### src/rtl/multicycle_control_unit.sv
// multicycle_control_unit
// Sequencing controller for a multicycle datapath. An instruction is taken
// in IDLE through an instr_valid/instr_ready handshake. The opcode and type
// are latched, decoded, and then stepped through EXEC / MEM / WB / DISP /
// DONE as the instruction class requires. All outputs are decoded from the
// registered state and the latched instruction. No input reaches an output
// combinationally.
//
// Ports
//   clk, rst_n       clock (rising edge); asynchronous active-low reset
//   instr_valid      opcode/instr_type are valid
//   instr_ready      accept strobe, high only in IDLE
//   opcode           operation code (OPCODE_W bits)
//   instr_type       00 ALU, 01 load/store, 11 display, 10 reserved
//   disp_ack         display consumed; only looked at in DISP
//   mem_read_en      memory read (load in MEM, 10111 in DISP)
//   mem_write_en     memory write (store in MEM)
//   reg_write_en     register file write, one cycle in WB
//   alu_imm          ALU B operand is the immediate (EXEC only)
//   display          display request, held through DISP
//   data_to_reg      write-back source: 00 none, 01 mem, 10 ALU, 11 imm
//   pc_inc           one-cycle pulse in DONE
//   busy             high in every state except IDLE
//   illegal          one-cycle pulse in DECODE for an undecodable instruction
module multicycle_control_unit #(
    parameter int OPCODE_W = 5,
    parameter int MEM_LAT  = 2
) (
    input  logic                clk,
    input  logic                rst_n,
    input  logic                instr_valid,
    output logic                instr_ready,
    input  logic [OPCODE_W-1:0] opcode,
    input  logic [1:0]          instr_type,
    input  logic                disp_ack,
    output logic                mem_read_en,
    output logic                mem_write_en,
    output logic                reg_write_en,
    output logic                alu_imm,
    output logic                display,
    output logic [1:0]          data_to_reg,
    output logic                pc_inc,
    output logic                busy,
    output logic                illegal
);

    typedef enum logic [2:0] {
        S_IDLE, S_DECODE, S_EXEC, S_MEM, S_WB, S_DISP, S_DONE
    } state_t;

    typedef enum logic [2:0] {
        C_ILL, C_ALU, C_CMP, C_LOAD, C_LDI, C_STORE, C_DISP
    } cls_t;

    localparam logic [3:0] CNT_LOAD = 4'(MEM_LAT - 1);
    localparam logic [4:0] OP_DISP_MEM = 5'b10111;

    state_t              state_q, state_d;
    logic [OPCODE_W-1:0] op_q, op_d;
    logic [1:0]          type_q, type_d;
    logic [3:0]          cnt_q, cnt_d;
    cls_t                cls;
    logic [4:0]          lo;

    // Instruction class from the latched opcode/type. Any set bit above bit 4
    // makes the instruction illegal regardless of type.
    function automatic cls_t classify(input logic [OPCODE_W-1:0] op,
                                      input logic [1:0] ty);
        cls_t c;
        c = C_ILL;
        if ((op >> 5) == '0) begin
            case (ty)
                2'b00: begin
                    case (op[4:0])
                        5'b00011, 5'b00100, 5'b00101, 5'b00110,
                        5'b01000, 5'b01001, 5'b01010, 5'b01011,
                        5'b01100, 5'b01101, 5'b01110, 5'b01111: c = C_ALU;
                        5'b11001, 5'b00111, 5'b10000, 5'b10001,
                        5'b10010, 5'b10011:                      c = C_CMP;
                        default:                                 c = C_ILL;
                    endcase
                end
                2'b01: begin
                    case (op[4:0])
                        5'b00000: c = C_LOAD;
                        5'b00001: c = C_LDI;
                        5'b00010: c = C_STORE;
                        default:  c = C_ILL;
                    endcase
                end
                2'b11: begin
                    case (op[4:0])
                        5'b10101, 5'b10110, 5'b10111, 5'b11000: c = C_DISP;
                        default:                                c = C_ILL;
                    endcase
                end
                default: c = C_ILL;
            endcase
        end
        return c;
    endfunction

    function automatic logic uses_imm(input logic [4:0] op);
        case (op)
            5'b00100, 5'b00110, 5'b00111,
            5'b01111, 5'b10001, 5'b10011: return 1'b1;
            default:                      return 1'b0;
        endcase
    endfunction

    assign lo  = op_q[4:0];
    assign cls = classify(op_q, type_q);

    always_ff @(posedge clk or negedge rst_n) begin
        if (!rst_n) begin
            state_q <= S_IDLE;
            op_q    <= '0;
            type_q  <= '0;
            cnt_q   <= '0;
        end else begin
            state_q <= state_d;
            op_q    <= op_d;
            type_q  <= type_d;
            cnt_q   <= cnt_d;
        end
    end

    always_comb begin
        state_d = state_q;
        op_d    = op_q;
        type_d  = type_q;
        cnt_d   = cnt_q;
        case (state_q)
            S_IDLE: begin
                if (instr_valid) begin
                    op_d    = opcode;
                    type_d  = instr_type;
                    state_d = S_DECODE;
                end
            end
            S_DECODE: begin
                case (cls)
                    C_ALU, C_CMP, C_LOAD, C_STORE: state_d = S_EXEC;
                    C_LDI:                         state_d = S_WB;
                    C_DISP:                        state_d = S_DISP;
                    default:                       state_d = S_IDLE;
                endcase
            end
            S_EXEC: begin
                // Loads and stores spend EXEC on address generation.
                case (cls)
                    C_LOAD, C_STORE: begin
                        state_d = S_MEM;
                        cnt_d   = CNT_LOAD;
                    end
                    C_ALU:   state_d = S_WB;
                    default: state_d = S_DONE;
                endcase
            end
            S_MEM: begin
                if (cnt_q == 4'd0) begin
                    state_d = (cls == C_LOAD) ? S_WB : S_DONE;
                end else begin
                    cnt_d = cnt_q - 4'd1;
                end
            end
            S_WB:   state_d = S_DONE;
            S_DISP: if (disp_ack) state_d = S_DONE;
            S_DONE: state_d = S_IDLE;
            default: state_d = S_IDLE;
        endcase
    end

    always_comb begin
        instr_ready  = (state_q == S_IDLE);
        busy         = (state_q != S_IDLE);
        illegal      = (state_q == S_DECODE) && (cls == C_ILL);
        alu_imm      = (state_q == S_EXEC) && ((cls == C_ALU) || (cls == C_CMP))
                       && uses_imm(lo);
        mem_read_en  = ((state_q == S_MEM) && (cls == C_LOAD))
                       || ((state_q == S_DISP) && (lo == OP_DISP_MEM));
        mem_write_en = (state_q == S_MEM) && (cls == C_STORE);
        reg_write_en = (state_q == S_WB);
        display      = (state_q == S_DISP);
        pc_inc       = (state_q == S_DONE);
        data_to_reg  = 2'b00;
        if (state_q == S_WB) begin
            case (cls)
                C_LOAD:  data_to_reg = 2'b01;
                C_LDI:   data_to_reg = 2'b11;
                default: data_to_reg = 2'b10;
            endcase
        end
    end

endmodule

### config.mk
export PLATFORM = sky130hd
export DESIGN_NAME = multicycle_control_unit
export DESIGN_NICKNAME = d
export VERILOG_FILES = /design/src/rtl/multicycle_control_unit.sv
export SDC_FILE = /design/constraint.sdc
export NUM_CORES = 1
export LEC_CHECK = 0
export ABC_CLOCK_PERIOD_IN_PS = 1900
export CORE_AREA = 2 2 54 56
export CTS_CLUSTER_DIAMETER = 100
export DETAILED_ROUTE_END_ITERATION = 8
export DIE_AREA = 0 0 56 58
export DONT_BUFFER_PORTS = 1
export SYNTH_ARGS = -nofsm -noshare
export SYNTH_HDL_FRONTEND = slang
export SYNTH_SLANG_ARGS = --single-unit
### constraint.sdc
create_clock -name clk -period 1.9 [get_ports clk]
set_input_delay 0.19 -clock clk [delete_from_list [all_inputs] [get_ports clk]]
set_output_delay 0.19 -clock clk [all_outputs]
set_load 0.005 [all_outputs]
Word level (Yosys, flattened, before mapping)

Memories as Yosys holds them, arrays and structs flattened.
Cells that the tools add are included.

$add $sub $neg: 1
$mul: 0
Div/mod/pow operators: 0
Order comparisons: 0
Equality and inequality tests: 31
Shifts and indexed selects: 0
Mux-type cells: 16
Bitwise gates (word level): 0
Reduce and logical (&&, ||, !) cells: 22

Operators with widths:

| kind               | count |
|---|---|
| $eq 5x5->1 const B | 6 |
| $pmux 3 s3         | 3 |
| $eq 3x3->1 const B | 6 |
| $pmux 3 s6         | 1 |
| $eq 5x3->1 const B | 3 |
| $eq 3x2->1 const B | 4 |
| $mux 3             | 4 |
| $mux 4             | 2 |
| $ne 2x2->1 const B | 4 |
| $pmux 4 s2         | 1 |
| $reduce_or 4->1    | 2 |
| $eq 3x1->1 const B | 2 |
| $logic_and 1x1->1  | 6 |
| $logic_not 3->1    | 2 |
| $pmux 3 s2         | 1 |
| $reduce_and 3->1   | 2 |
| $reduce_or 6->1    | 1 |
| $eq 5x1->1 const B | 1 |
| $eq 5x2->1 const B | 1 |
| $eq 5x4->1 const B | 1 |
| $logic_not 5->1    | 1 |
| $logic_not 4->1    | 1 |
| $mux 2             | 2 |
| $pmux 2 s2         | 1 |
| other kinds (11)   | 12 |

Bits in registers: 14
Latch bits: 0
Memory bits (writable): 0
Bits in read-only memories: 64
Input port bits: 11
Output and inout bits: 11
Word-level logic and storage cells: 75
Memories kept: 1

Memories:

| memory           | words | bits a word | rd ports | clocked after Yosys merged registers in | write ports | line | text |
|---|---|---|---|---|---|---|---|
| (name not given) | 32    | 2           | 1        | 0                                       | 0           | 74   | `case (op[4:0])` |

Logic depth before layout (Yosys ltp)

Gate-level depths: netlist of the first run.

Depth in word-level cells: 8
Depth in mapped cells: 6
Mapped depth without buffers: 6

Worst setup path after synthesis of the first run

No wires, ideal clock.

Path type: flip-flop to output port
From: reg op_q[1] (netlist: lo[1])
To: out alu_imm
Data arrival time: 1,625 ps
Data required time: 1,710 ps
Slack: 85 ps
Stages on the path, launching flop included: 7
Buffers on the path: 1
Cell sequence: dfrtp_1 > buf_6 > or4b_1 > o21ai_1 > and4_4 > nor3_2 > nor4_2

Longest elaborated chain between the ends: 8

RTL lines:

| element                                              | line | text |
|---|---|---|
| from (decl)                                          | 59   | `logic [OPCODE_W-1:0] op_q, op_d;` |
| from (signal assigned)                               | 122  | `op_q <= op_d;` |
| branches (longest 7 deep; another with $mem_v2 32x2) | --   |  |
| $logic_and 1x1->1 (*)                                | 179  | `&& uses_imm(lo);` |
| to (decl)                                            | 39   | `output logic alu_imm,` |

Every way passes the cells marked *.

Final worst setup path of the first run

From: reg op_q[1] (netlist: lo[1])
To: out mem_write_en

Longest elaborated chain between the ends: 6

RTL lines:

| element                                              | line | text |
|---|---|---|
| branches (longest 3 deep; another with $mem_v2 32x2) | --   |  |
| $pmux 3 s3 (*)                                       | 72   | `case (ty)` |
| $eq 3x3->1 (*)                                       | 182  | `mem_write_en = (state_q == S_MEM) && (cls == C_STORE);` |
| $logic_and 1x1->1 (*)                                | 182  |  |
| to (decl)                                            | 37   | `output logic mem_write_en,` |

Marked as above.

==> results of run 1 <==
[flip-flops by register name, summed over array words and instances, names as in the netlist]
register and flops:
lo 5, type_q 2, state_q 3, cnt_q 4
[through the flow]
stage | TNS (ps) | worst slack (ps) | cells
2_1_floorplan | 0 | 85.1 | 115
5_1_grt | -1350 | -351 | 168
3_5_place_dp | 0 | 13.0 | 158
4_1_cts | -709 | -243 | 166
6_report | -780 | -239 | 168
3_3_place_gp | 0 | 78.0 | 158
[power by group]
part	switching [mW]	total [mW]	leakage, nW	internal (mW)
combinational	0.658	1.36	0.390	0.702
clock	0.0973	0.214	0.0210	0.117
sequential	0.172	0.620	0.169	0.448
[layout make-up]
type	count	area [sq um]	area share
Clock buffer	4	36.3	0.0281
Multi-Input combinational cell	90	663	0.514
Inverter	5	18.8	0.0145
Sequential cell	14	352	0.272
Tap cell	31	38.8	0.0300
Timing Repair Buffer	24	183	0.141
[Yosys cell counts, drive strengths merged, types with 2 or more instances]
master,count,share of area
nor4,3,0.038
o21ai,8,0.038
nand2b,4,0.024
nor2b,3,0.018
xor2,3,0.025
and3b,2,0.017
nor3,8,0.042
nor2,12,0.045
nand2,6,0.021
a21oi,4,0.019
dfrtp,14,0.33
inv,5,0.018
mux2,8,0.085
and2,4,0.024
or3,3,0.018
or4b,2,0.019
buf,5,0.038
[worst paths after layout]
check	start	to	cells after the start
max in group asynchronous	rst_n	lo[3]$_DFFE_PN0P_	1
min in group asynchronous	rst_n	lo[2]$_DFFE_PN0P_	1
min reg2reg	cnt_q[0]$_DFFE_PN0P_	cnt_q[0]$_DFFE_PN0P_	1
min	opcode[4]	lo[4]$_DFFE_PN0P_	1
max reg2reg	lo[4]$_DFFE_PN0P_	cnt_q[1]$_DFFE_PN0P_	5
max	lo[1]$_DFFE_PN0P_	mem_write_en	5
[what timing repair did]
action                                 4_1_cts  5_1_grt
pin swaps                                    1        0
endpoints found under the hold margin       14        0
setup endpoints to repair                    5        7
resized for setup                            3        1
buffers inserted                             3        2
hold buffers                                 1        0
[logic make-up (layout without fill, tap and decap cells)]
kind of cell | count (synthesis) | after routing | share of synthesized area
and+or+nand+nor | 55 | 55 | 0.328
AOI/OAI and AO/OA | 21 | 21 | 0.142
DFF | 14 | 14 | 0.331
buffers and inverters | 11 | 33 | 0.0602
muxes | 9 | 9 | 0.0945
xor gates and xnor gates | 4 | 4 | 0.0331
adders and majority gates | 1 | 1 | 0.0118
[layer usage]
layer  up-vias  wire length, um  global-route usage
met3         7              135              0.0446
li1        459                -                   -
met5         -                0                   0
met2        16             1190               0.272
met4         0               65              0.0918
met1       447             1120               0.213
==> results.yml, run 1 <==
worst_hold_path:
  min-delay-path-class: "input port to flip-flop"
critical_path:
  cp.required_ps: 1710
  path_cells: "or4b_1, o21ai_1, and4_4, a21o_1, nor3b_4"
  critPathSlowestCell: "or4b_1"
  criticalPathCategory: "flip-flop to output pin"
  r2r_slack_ps: -40
  crit_arrival_ps: 1950
  worstPathMaxFanout: 6
  critPathCaptureType: "output pin"
  critPathTopFamily: "simple AND/OR/NAND/NOR gates"
  path_buf_inv: 0
  startpoint_type: "flip-flop"
  max_stage_delay_ps: 530
sta:
  relSlewSlack: 0.586
  worst_pin_slew_ps: 619
  maxSlewViolCount: 0
  setup_violations: 6
  fin_crit_ps: 2140
  finalHoldViolations: 0
  rsz0062_at_grt: "yes"
  min_period_over_period: 1.13
  skew_ps: 2.25
  finalHoldWorstSlack_ps: 51.2
  max_freq_mhz: 467
  fin_ws_ps: -239
clocking:
  cts_htree_levels: 1
  cts_buffer_depth: 2
  insertion_delay_ps: 280
  clkSlewWorstSetupHoldPaths_ps: 80
  numCtsBuffers: 3
  root_buffer: "clkbuf_4"
  cts_tree: "done"
  clock-sinks: 14
placement:
  placed_area_sq_um: 1190
  io_buffer_count: 0
  gp_congestion: 0.833
  dp.final_hpwl_um: 1990
floorplan:
  start_util: 0.398
  io_pins: 22
  die_x_um: 56
  die_h_um: 58
  dieArea_sq_um: 3250
  core_area_sq_um: 2660
  rows: 19
yosys:
  syn_inst: 115
  syn_area_sq_um: 1060
  synth_warnings: 0
  synth_ff_type: "dfrtp_1"
  synth-seq-cells: 14
  syn_area_per_cell_sq_um: 9.22
  synthArstFlopShare: 1.00
  syn_nets: 127
  synth_edf_count: 0
  seq_area_frac_synth: 0.331
  synth_cell_types: 46
route:
  postRouteAntennaNets: 0
  drt_iter0_drc: 21
  drc: 0
  via_per_inst: 5.53
  drt_wl_total_um: 2510
  routedWlPerCell_um: 14.9
  vias: 929
  drt_first_pass_iters: 4
grt:
  grt_max_degree: 15
  grt_pass1_vias: 920
  antenna_found_initial: 0
  overflow: 0
  grt_pass1_wl_um: 4280
  grt_usage: 0.171
layout:
  post-route-util: 0.485
  final_cell_area_sq_um: 1290
  area_growth_pct: 21.8
  n_antenna_cell: 0
  layout_commonest_cell: "buf_4"
  nets: 150
  drive_above_1_share: 0.336
  n_fill_cell: 255
  final_cell_mix: "buf_4, dfrtp_1, nor2_1"
pwr:
  peakVddDrop_uv: 826
  p_leak_nw: 0.581
  power.density_nw_per_um2: 1700
  total_power_mw: 2.19
status:
  violations: "setup timing"
  status: "complete, but fails checks"
run:
  max_cap_violations: 0
Power figures use the tool's default switching activity.
==> run 2: changes to the inputs <==
Settings changed: CORE_AREA 2 2 54 56 to 2 2 46 66, CTS_CLUSTER_SIZE set to 16, DIE_AREA 0 0 56 58 to 0 0 48 68.
==> run 2 against run 1 <==
  * The flow still finishes with violations (setup timing)
  * Combinational power is essentially flat
  * Die area grew 0.49%
  * Critical path depth is 1 higher
  * Via count fell by 1.6%
  * Worst hold slack improved by 47 ps
  * Register-to-register slack improved by 130 ps
  * Cell count grew 3.6%
  * Global-route usage barely moved
  * Utilization is 0.075 points lower
  * Maximum frequency up 1.1%
  * First-iteration DRC count decreased by 33%
  * Largest cell class unchanged
  * Largest power group unchanged
==> results.yml, run 2 (same netlist as run 1, synthesis figures left out) <==
status:
  status: "complete, but fails checks"
  violations: "setup timing"
floorplan:
  dieArea_sq_um: 3260
  core_area_sq_um: 2730
  start_util: 0.388
  io_pins: 22
  die_x_um: 48
  die_h_um: 68
  rows: 23
layout:
  final_cell_area_sq_um: 1320
  multi_input_area_sq_um: 672
  n_antenna_cell: 0
  n_fill_cell: 260
  area_growth_pct: 24.9
  final_cell_mix: "buf_4, dfrtp_1, nor2_1"
  largest_reg_flops: 5
  instances_no_fill: 174
  post-route-util: 0.484
  nets: 151
  seqCellArea_sq_um: 352
  drive_above_1_share: 0.358
  layout_commonest_cell: "buf_4"
sta:
  maxSlewViolCount: 0
  skew_ps: 1.84
  worst_pin_slew_ps: 631
  relSlewSlack: 0.578
  max_freq_mhz: 472
  final.setup.tns_ps: -631
  setup_violations: 3
  min_period_over_period: 1.11
  fin_crit_ps: 2120
  finalHoldViolations: 0
  fin_ws_ps: -217
  rsz0062_at_grt: "yes"
  finalHoldWorstSlack_ps: 98.4
critical_path:
  critPathSlowestCell: "or4b_4"
  path_buf_inv: 1
  reg2reg_to: "state_q[0]$_DFFE_PN0P_"
  worst_r2r_path_depth: 8
  criticalPathCategory: "flip-flop to output pin"
  r2r_slack_ps: 90
  startpoint_type: "flip-flop"
  path_cells: "buf_6, or4b_4, o21ai_2, and4_4, a21o_1, nor3b_4"
  critPathTopFamily: "simple AND/OR/NAND/NOR gates"
  max_stage_delay_ps: 480
  critPathCaptureType: "output pin"
  r2r_start: "lo[2]$_DFFE_PN0P_"
  cp.required_ps: 1710
  worstPathMaxFanout: 7
  crit_arrival_ps: 1930
pwr:
  p_leak_nw: 0.592
  total_power_mw: 2.22
  power.density_nw_per_um2: 1680
  peakVddDrop_uv: 785
run:
  max_cap_violations: 0
route:
  drt_wl_total_um: 2420
  drt_first_pass_iters: 3
  drt_iter0_drc: 14
  vias: 914
  postRouteAntennaNets: 0
  routedWlPerCell_um: 13.9
  drc: 0
  via_per_inst: 5.25
worst_hold_path:
  worstHoldStart: "instr_type[1]"
  hold_depth: 1
  min-delay-path-class: "input port to flip-flop"
  hold_end: "type_q[1]$_DFFE_PN0P_"
clocking:
  cts_htree_levels: 1
  root_buffer: "clkbuf_8"
  cts_tree: "done"
  numCtsBuffers: 3
  clkSlewWorstSetupHoldPaths_ps: 50
  insertion_delay_ps: 240
  clock-sinks: 14
  cts_buffer_depth: 2
placement:
  io_buffer_count: 0
  dp.final_hpwl_um: 1930
  placed_area_sq_um: 1220
  gp_congestion: 0.813
  post-place-ws_ps: -0.409
  place_inst: 167
grt:
  overflow: 0
  antenna_found_initial: 0
  grt_pass1_wl_um: 3950
  grt_pass1_vias: 862
  grt_usage: 0.171
  grt_max_degree: 15
## run 2: how the worst max path moves through the flow
stage	from	end	slack (ps)	cells past startpoint
2_1_floorplan	lo[1]$_DFFE_PN0P_	alu_imm	90	6
5_1_grt	lo[2]$_DFFE_PN0P_	mem_write_en	-300	6
3_5_place_dp	lo[2]$_DFFE_PN0P_	alu_imm	-0.4	6
4_1_cts	lo[2]$_DFFE_PN0P_	alu_imm	-220	6
3_3_place_gp	lo[1]$_DFFE_PN0P_	illegal	20	7
6_report	lo[2]$_DFFE_PN0P_	mem_write_en	-220	6
## run 2: repair_timing
item / 4_1_cts / 5_1_grt
hold buffers: 1 / 0
endpoints found under the hold margin: 14 / 0
endpoints found under the setup margin: 3 / 12
gates resized for setup: 3 / 5
buffers inserted: 2 / 1
pin swaps: 2 / 2
## run 2: layout make-up
class                           instances  share of cell area
Tap cell                               37              0.0350
Timing Repair Buffer                   25               0.147
Multi-Input combinational cell         90               0.508
Inverter                                5              0.0142
Clock buffer                            3              0.0312
Sequential cell                        14               0.266
## run 2: where the power goes
part / internal [mW] / switching [mW]
Clock: 0.140 / 0.0919
Sequential: 0.450 / 0.188
Combinational: 0.721 / 0.631
## run 2: per-layer routing
layer,track usage,up-vias,part of all wire
met3,0.0396,5,0.040
li1,-,460,-
met1,0.212,435,0.42
met2,0.280,14,0.52
met4,0.0608,0,0.016
met5,0,-,0
==> run 3: changes to the inputs <==
Settings changed: CAP_MARGIN set to 25, GPL_ROUTABILITY_DRIVEN set to 0.
==> run 3 against run 2 <==
  * The run still ends with setup timing left
  * Sequential share of layout area decreased by 0.29 points
  * Non-clock buffer count grew 1
  * Clock power is essentially flat
  * Critical path depth rose by 1
  * Total power grew 1.1%
==> results.yml, run 3 (same netlist as run 1, synthesis figures left out) <==
worst_hold_path:
  worstHoldStart: "instr_type[1]"
  hold_end: "type_q[1]$_DFFE_PN0P_"
  hold_depth: 1
  min-delay-path-class: "input port to flip-flop"
critical_path:
  max_stage_delay_ps: 510
  r2r_slack_ps: 50
  reg2reg_to: "state_q[0]$_DFFE_PN0P_"
  path_buf_inv: 3
  path_depth: 7
  critPathTopFamily: "simple AND/OR/NAND/NOR gates"
  path_cells: "or4b_1, o21ai_1, and4_4, buf_4, buf_4, nor4b_2, buf_4"
  worstPathMaxFanout: 5
  critPathSlowestCell: "or4b_1"
  critPathCaptureType: "output pin"
  startpoint_type: "flip-flop"
  critPathMostFrequentCell: "buf_4"
  cp.required_ps: 1710
  crit_arrival_ps: 1880
  worst_r2r_path_depth: 6
  criticalPathCategory: "flip-flop to output pin"
  r2r_start: "lo[0]$_DFFE_PN0P_"
grt:
  met3_usage: 0.0449
  grt_pass1_wl_um: 3950
  antenna_found_initial: 0
  use_met1: 0.198
  grt_usage: 0.173
  use_met2: 0.288
  grt_max_degree: 15
  overflow: 0
  gr-max-usage-layer: "met2"
  grt_pass1_vias: 891
status:
  violations: "setup timing"
  status: "complete, but fails checks"
sta:
  finalHoldViolations: 0
  skew_ps: 0.851
  finalHoldWorstSlack_ps: 100
  setup_violations: 3
  max_freq_mhz: 482
  fin_crit_ps: 2070
  worst_pin_slew_ps: 643
  relSlewSlack: 0.570
  min_period_over_period: 1.09
  rsz0062_at_grt: "yes"
  final.setup.tns_ps: -490
  fin_ws_ps: -174
  maxSlewViolCount: 0
clocking:
  cts_htree_levels: 1
  insertion_delay_ps: 240
  cts_tree: "done"
  clock-sinks: 14
  cts_buffer_depth: 2
  numCtsBuffers: 3
  clkSlewWorstSetupHoldPaths_ps: 50
  root_buffer: "clkbuf_8"
layout:
  area_growth_pct: 25.9
  post-route-util: 0.488
  final_cell_area_sq_um: 1330
  drive_above_1_share: 0.355
  multi_input_area_sq_um: 668
  nets: 152
  n_fill_cell: 267
  largest_reg_flops: 5
  final_cell_mix: "buf_4, dfrtp_1, nor2_1, nor3_1, mux2_2"
  n_antenna_cell: 0
  seqCellArea_sq_um: 350
  layout_commonest_cell: "buf_4"
placement:
  dp.final_hpwl_um: 1940
  io_buffer_count: 0
  placed_area_sq_um: 1230
floorplan:
  dieArea_sq_um: 3260
  rows: 23
  start_util: 0.388
  core_area_sq_um: 2730
  die_h_um: 68
  die_x_um: 48
  io_pins: 22
route:
  drt_wl_total_um: 2460
  drc: 0
  routedWlPerCell_um: 14.1
  vias: 925
  postRouteAntennaNets: 0
  drt_iter0_drc: 17
  via_per_inst: 5.29
  drt_first_pass_iters: 4
pwr:
  peakVddDrop_uv: 749
  p_seq_frac: 0.275
  p_switching_mw: 0.923
  power.density_nw_per_um2: 1680
  p_int_mw: 1.32
  total_power_mw: 2.25
  switching_share: 0.411
  p_comb_frac: 0.621
  p_leak_nw: 0.583
  clkPwrFrac: 0.104
run:
  max_cap_violations: 0
[run 3: worst max-delay path by stage]
stage | from | to
after floorplan | lo[1]$_DFFE_PN0P_ | alu_imm
after global placement | lo[1]$_DFFE_PN0P_ | illegal
after detailed placement | lo[1]$_DFFE_PN0P_ | illegal
after CTS | lo[1]$_DFFE_PN0P_ | illegal
after global routing | lo[1]$_DFFE_PN0P_ | mem_write_en
final | lo[1]$_DFFE_PN0P_ | illegal
[run 3: layout make-up]
cell class / instances / area share
well taps: 37 / 0.0347
multi-input cells: 90 / 0.501
clock buffers: 3 / 0.0310
repair buffers: 26 / 0.157
inverters: 5 / 0.0141
flip-flops and latches: 14 / 0.263
[run 3: power groups by stage]
stage	Combinational [mW]	Sequential (mW)	Clock, mW
floorplan	0.941	0.564	0
detailed placement	1.32	0.609	0
CTS	1.37	0.613	0.242
global route	1.54	0.647	0.254
global placement	1.31	0.597	0
finish	1.39	0.618	0.233
[run 3: stage by stage]
stage | instances | setup WS, ps
after CTS | 174 | -176
after global routing | 175 | -270
after floorplan | 115 | 85.1
final | 175 | -174
after detailed placement | 168 | -4.79
after global placement | 168 | -18.9
[run 3: layer usage]
| metal | up-vias | wire (um) |
|---|---|---|
| li1 | 463 | - |
| met1 | 449 | 1030 |
| met2 | 11 | 1310 |
| met3 | 2 | 102 |
| met4 | 0 | 23 |
| met5 | - | 0 |
[run 3: timing repair]
item,CTS,global route
setup buffers,3,1
pin swaps,4,0
gates resized for setup,4,5
hold endpoints to repair,14,0
hold buffers,1,0
setup endpoints to repair,4,5
